<file path="src/rtl/p_fetch.sv">
// Instruction fetch sequencer: reads the instruction at IC, strobes it into IR, and fetches the argument into AR when C=0.
// Optional FETCH_TIMEOUT_EN adds a no-answer watchdog that parks the sequencer in ALARM.
module p_fetch #(
    parameter int TIMEOUT_CYCLES = 15
) (
    input  logic        clk_sys,
    input  logic        clr_,
    input  logic        start,
    input  logic        ic_load,
    input  logic [0:15] ic_in,
    output logic [0:15] ic,
    output logic        mem_req,
    output logic [0:15] mem_addr,
    input  logic        mem_ack,
    input  logic [0:15] mem_data,
    output logic [0:15] w,
    output logic        w_ir,
    output logic        strob1,
    output logic        w_ar,
    output logic [0:15] ar,
    output logic        c0,
    output logic        busy,
    output logic        ready,
    output logic        alarm
);

    typedef enum logic [2:0] {
        S_IDLE, S_F_IR, S_L_IR, S_F_AR, S_L_AR, S_DONE, S_ALARM
    } state_t;

    state_t      state_q, state_d;
    logic [0:15] ic_q, ic_d;
    logic [0:15] ir_q, ir_d;
    logic [0:15] ar_q, ar_d;
    logic        c0_q, c0_d;
    logic        timeout;

`ifdef FETCH_TIMEOUT_EN
    logic [7:0] wait_q, wait_d;

    // Counter idles at 0 outside the fetch states, so every fetch entry starts fresh.
    always_comb begin
        wait_d = 8'd0;
        if ((state_q == S_F_IR || state_q == S_F_AR) && !mem_ack)
            wait_d = wait_q + 8'd1;
    end

    assign timeout = (wait_q == 8'(TIMEOUT_CYCLES - 1));

    always_ff @(posedge clk_sys) begin
        if (!clr_) wait_q <= 8'd0;
        else       wait_q <= wait_d;
    end
`else
    assign timeout = 1'b0;
`endif

    always_ff @(posedge clk_sys) begin
        if (!clr_) begin
            state_q <= S_IDLE;
            ic_q    <= 16'h0000;
            ir_q    <= 16'h0000;
            ar_q    <= 16'h0000;
            c0_q    <= 1'b0;
        end else begin
            state_q <= state_d;
            ic_q    <= ic_d;
            ir_q    <= ir_d;
            ar_q    <= ar_d;
            c0_q    <= c0_d;
        end
    end

    always_comb begin
        state_d = state_q;
        ic_d    = ic_q;
        ir_d    = ir_q;
        ar_d    = ar_q;
        c0_d    = c0_q;
        case (state_q)
            S_IDLE, S_DONE: begin
                // A simultaneous load and start fetches from the new IC.
                if (ic_load) ic_d = ic_in;
                if (start)   state_d = S_F_IR;
            end
            S_F_IR: begin
                if (mem_ack) begin
                    ir_d    = mem_data;
                    ic_d    = ic_q + 16'd1;
                    state_d = S_L_IR;
                end else if (timeout) begin
                    state_d = S_ALARM;
                end
            end
            S_L_IR: begin
                c0_d    = (ir_q[13:15] == 3'b000);
                state_d = c0_d ? S_F_AR : S_DONE;
            end
            S_F_AR: begin
                if (mem_ack) begin
                    ar_d    = mem_data;
                    ic_d    = ic_q + 16'd1;
                    state_d = S_L_AR;
                end else if (timeout) begin
                    state_d = S_ALARM;
                end
            end
            S_L_AR:  state_d = S_DONE;
            S_ALARM: if (start) state_d = S_F_IR;
            default: state_d = S_IDLE;
        endcase
    end

    always_comb begin
        mem_req  = (state_q == S_F_IR) || (state_q == S_F_AR);
        mem_addr = mem_req ? ic_q : 16'h0000;
        w_ir     = (state_q == S_L_IR);
        w_ar     = (state_q == S_L_AR);
        strob1   = w_ir || w_ar;
        w        = w_ir ? ir_q : (w_ar ? ar_q : 16'h0000);
        busy     = !(state_q == S_IDLE || state_q == S_DONE || state_q == S_ALARM);
        ready    = (state_q == S_DONE);
`ifdef FETCH_TIMEOUT_EN
        alarm    = (state_q == S_ALARM);
`else
        alarm    = 1'b0;
`endif
    end

    assign ic = ic_q;
    assign ar = ar_q;
    assign c0 = c0_q;

endmodule

</file>
<file path="config.mk">
export PLATFORM = sky130hd
export DESIGN_NAME = p_fetch
export DESIGN_NICKNAME = d
export VERILOG_FILES = /design/src/rtl/p_fetch.sv
export SDC_FILE = /design/constraint.sdc
export NUM_CORES = 1
export LEC_CHECK = 0
export CORE_UTILIZATION = 43
export DETAILED_ROUTE_END_ITERATION = 16
export PLACE_DENSITY = 0.8
export RECOVER_POWER = 100
export SETUP_SLACK_MARGIN = 0.3
export SYNTH_ARGS = -nofsm -noshare
export SYNTH_HDL_FRONTEND = slang
export SYNTH_SLANG_ARGS = --single-unit
</file>
<file path="constraint.sdc">
create_clock -name clk_sys -period 2 [get_ports clk_sys]
set_input_delay 0.4 -clock clk_sys [delete_from_list [all_inputs] [get_ports clk_sys]]
set_output_delay 0.4 -clock clk_sys [all_outputs]
set_load 0.1 [all_outputs]
</file>
==> results list <==
* Cells taking the most area after synthesis: dfxtp_1, nand2_1, a21oi_1
- The synthesized netlist devotes less than 1% of its cell area to adder and majority cells.
* WS Path Type: reg -> out
* Final-stage net count: approximately 530
* Total clock buffers created by CTS: 5
- Portion of total power attributed to sequential cells: between 30% and 40%
- Post-synth top area share: about two fifths
- In this run switching power makes up between 40% and 50% of total power.
- HPWL after detailed placement: between 6000 and 7000 um
* First-pass detailed-route iteration total: 7
- Final hold violations: 0
- After floorplanning, the core was sized to cover roughly 0.0060 mm2.
* Setup repair after global routing missed its margin: true
- The number of buffers and inverters on the critical path is 5.
* Clock net sink count: between 50 and 60
* Post-detailed-route count of antenna-violating nets: 0
- Summing the areas of all xor and xnor instances in the mapped netlist gives 0% of the synthesized area.
- Global-route usage over all layers: between 30% and 40%
* Cell Chain, Critical Path: buf_4 > buf_8 > nand2b_4 > inv_8 > buf_12 > nor3_4 > a21oi_4 > buf_12
- Placed Instances: approximately 530
- Setup violations remaining at the end of the flow were counted as 0.
- After synthesis, the largest family of logic cells by area is simple AND/OR/NAND/NOR gates.
* Final Slew Violations: 0
- F_max: around 0.50 GHz
* Post-detailed-route via-to-cell ratio: between 6 and 7
* Number of ports placed on the die boundary: between 100 and 150
- Internal portion of total power: 0.00195 W
* Crit path time final: roughly 2 ns
- The first global-routing pass estimated roughly 16000 um of wire.
- Setup slack after layout: 0.00913 ns
- Of the total synthesized cell area, the portion taken by AND, OR, NAND and NOR gates is 30.1%.
- Post-placement cell area: around 0.0045 mm2
- The number of global-route vias before repair was approximately 3200.
- Pre-CTS WS: 0.00842 ns
- For this run the aggregate overflow at the end of global routing stands at 0.
* Worst-case vdd ir drop: between 400 and 500 uV
* Syn nets: roughly 400
- Die W: slightly above 80 um
- Fraction of synthesized area in multiplexers: 1.54%
- At the later pin of the worst-skew pair, clock insertion delay measures between 0.3 and 0.4 ns.
- After layout, the worst path uses approximately 100% of the clock period.
* Clk buf depth: 2
* Largest fanout on the critical path: 6
- STA classifies the critical path startpoint as a flop.
- Dominant delay contributor by cell family on the critical path: buffers and inverters
- Final design area excluding fillers: 0.00517 mm2
- Buffer type at the clock tree root: clkbuf_8
- CP arrival: 1.59 ns
- Signed area change from the synthesized netlist to the final layout: 92.3%
- The run finished with clean final reports.
* Average cell area after synthesis: 7.51 um2
- Summing the sequential cell areas from Yosys gives about two fifths of the chip area.
* PD cells: 660 mW/mm2
- Counting every instance in the synthesized netlist gives about 360.
- Per report_power, the combinational group accounts for between 40 and 50% of the total.
- Number of DRC markers after the initial detailed-route iteration: approximately 370
* Ys async rst share: 0%
* Vias after detailed routing: roughly 3500
- The share of total power dissipated in the clock network is 18.5%.
- Flip-flop cell with the highest count after synthesis: dfxtp_1
* H-tree level count: 2
- Routed WL: around 12000 um
- Most frequent cell on the critical path: buf_12
- WL/cell: between 20 and 25 um
- Crit path required time: ~1.6 ns
* Post-synthesis instance area: roughly 0.0027 mm2
- Total of warnings raised by yosys: 0
* Number of filler cells placed in the layout: ~290
* Post-synth EDFFs: 0
- Compound-gate portion of the synthesized area: about a quarter
- In the final layout, the share of cells above drive strength 1 is between 40% and 50%.
- In the routed design, unresolved DRC markers number 0.
- Count of max-cap constraint violations: 0
* Delay of the slowest critical-path stage: approximately 0.34 ns
- Slowest stage cell on the critical path: dfxtp_2
* Critical path endpoint category: output port
- Cell type with the largest total area after synthesis: dfxtp_1
- Ant diodes: 0
- For this configuration, the core starts out at a cell density of 44.9%.
- Floorplan die area: 0.00657 mm2
- Antenna violations before repair: 0
- CTS tree: yes
* Total power after layout: about 0.0034 W
- After synthesis, the netlist uses 43 different library cells.
- Site row count: 28
- Number of input and output port buffers inserted: 107
* Final Skew: just under 0.005 ns
* Final Wtd Congestion: roughly 0.8
- Non-filler instance count after layout: between 500 and 600
- Largest net degree at the start of global routing: 46
- Total of flip-flops plus latches after synthesis: 52
- Measured along the y axis, the die boundary spans 81.1 um.
* Sum Neg Setup Slack: 0 ns
- Clock-pin transition on the worst setup and hold timing paths: ~0.1 ns
- The analysis attributes to net switching a power of between 0.001 and 0.0015 W.
- The worst hold path belongs to the class reg -> reg.
- The analysis attributes to cell leakage a power of 2.09 nW.
## layout make-up
class                      count  area [um2]  share of cell area [%]
clock buffer                   6        72.6                    1.40
multi-input combinational    273        1900                    36.7
tap                           75        93.8                    1.81
sequential                    52        1100                    21.2
clock inverter                 2        15.0                   0.290
inverter                       5        33.8                   0.653
timing repair buffer         159        1960                    37.9
## final timing paths
| path | from | end | slack (ns) | cells past startpoint |
|---|---|---|---|---|
| setup / recovery | state_q[0] | busy | 0.009 | 8 |
| hold / removal | ar[10] | ar[10] | 0.47 | 2 |
| setup reg to reg | state_q[0] | ic[8] | 0.04 | 9 |
| hold reg to reg | ar[10] | ar[10] | 0.47 | 2 |
## registers in the layout, indices dropped and copies added (netlist names)
name     flops
state_q      3
ic          16
ar          16
ir_q        16
c0           1
## through the flow
stage                     utilization, %  hold WS (ns)
final                               86.3         0.469
after global routing                86.3         0.484
after CTS                           82.3         0.469
after detailed placement            74.8         0.455
after global placement              74.8         0.445
after floorplan                        -         0.437
## cell usage after synthesis (2+ instances only)
| cell | instances |
|---|---|
| o31a_1 | 6 |
| or4_1 | 4 |
| and4_1 | 5 |
| and2_1 | 20 |
| dfxtp_1 | 52 |
| nor3_1 | 6 |
| mux2i_1 | 3 |
| o21ai_0 | 8 |
| a21oi_1 | 51 |
| a21o_1 | 2 |
| inv_1 | 3 |
| nand3_1 | 5 |
| nand2b_1 | 5 |
| inv_2 | 2 |
| o22ai_1 | 4 |
| buf_4 | 2 |
| nand4b_1 | 2 |
| clkbuf_1 | 21 |
| buf_2 | 5 |
| a31oi_1 | 4 |
| a22o_1 | 16 |
| and3_1 | 2 |
| a311oi_1 | 4 |
| nand2_1 | 90 |
| nand3b_1 | 2 |
| nand4_1 | 6 |
| nor2_1 | 11 |
| or2_2 | 2 |
## layer usage
layer,vias to the layer above,share of wire [%],track usage [%]
met5,-,0,0
met4,0,3.2,11.8
met3,39,8.4,5.73
met2,239,51,52.4
met1,1681,37,38.4
li1,1539,-,-
## kinds of logic (layout without fill, tap and decap cells)
group | after synthesis | in the layout
compound gates | 101 | 101
fa+ha+maj | 1 | 1
buf+inv | 33 | 172
flops | 52 | 52
mux | 4 | 4
other cells | 1 | 1
simple gates | 166 | 166
## cell usage in the layout, fill, tap and decap left out, types with 6 or more instances in the layout
| cell | n |
|---|---|
| a21oi_1 | 43 |
| a22o_4 | 13 |
| and2_1 | 6 |
| and2_4 | 14 |
| buf_12 | 44 |
| buf_4 | 58 |
| buf_6 | 15 |
| clkdlybuf4s50_1 | 36 |
| dfxtp_1 | 26 |
| dfxtp_2 | 17 |
| dfxtp_4 | 9 |
| nand2_1 | 86 |
| nand4_1 | 6 |
| nor2_1 | 7 |
| o31a_1 | 6 |
## power by group through the flow
stage / registers (W) / clock network [W] / logic [W]
after floorplan: 0.00148 / 0 / 0.000589
final: 0.00121 / 0.000632 / 0.00157
after CTS: 0.00120 / 0.000617 / 0.00142
after global routing: 0.00122 / 0.000668 / 0.00162
after global placement: 0.00121 / 0 / 0.00123
after detailed placement: 0.00121 / 0 / 0.00125
## tightest hold or removal path, cell delays in order (launching register included)
cell	delay [ns]
dfxtp_2	0.34
nand2_1	0.05
a21oi_1	0.05
## repair_timing
item                                    CTS  global route
gates resized for setup                  46            43
pin swaps                                25             9
buffers inserted                         18             8
hold buffers                              0             0
endpoints found under the setup margin   42            78
cloned                                    3             1
(Power assumes the default switching activity.)
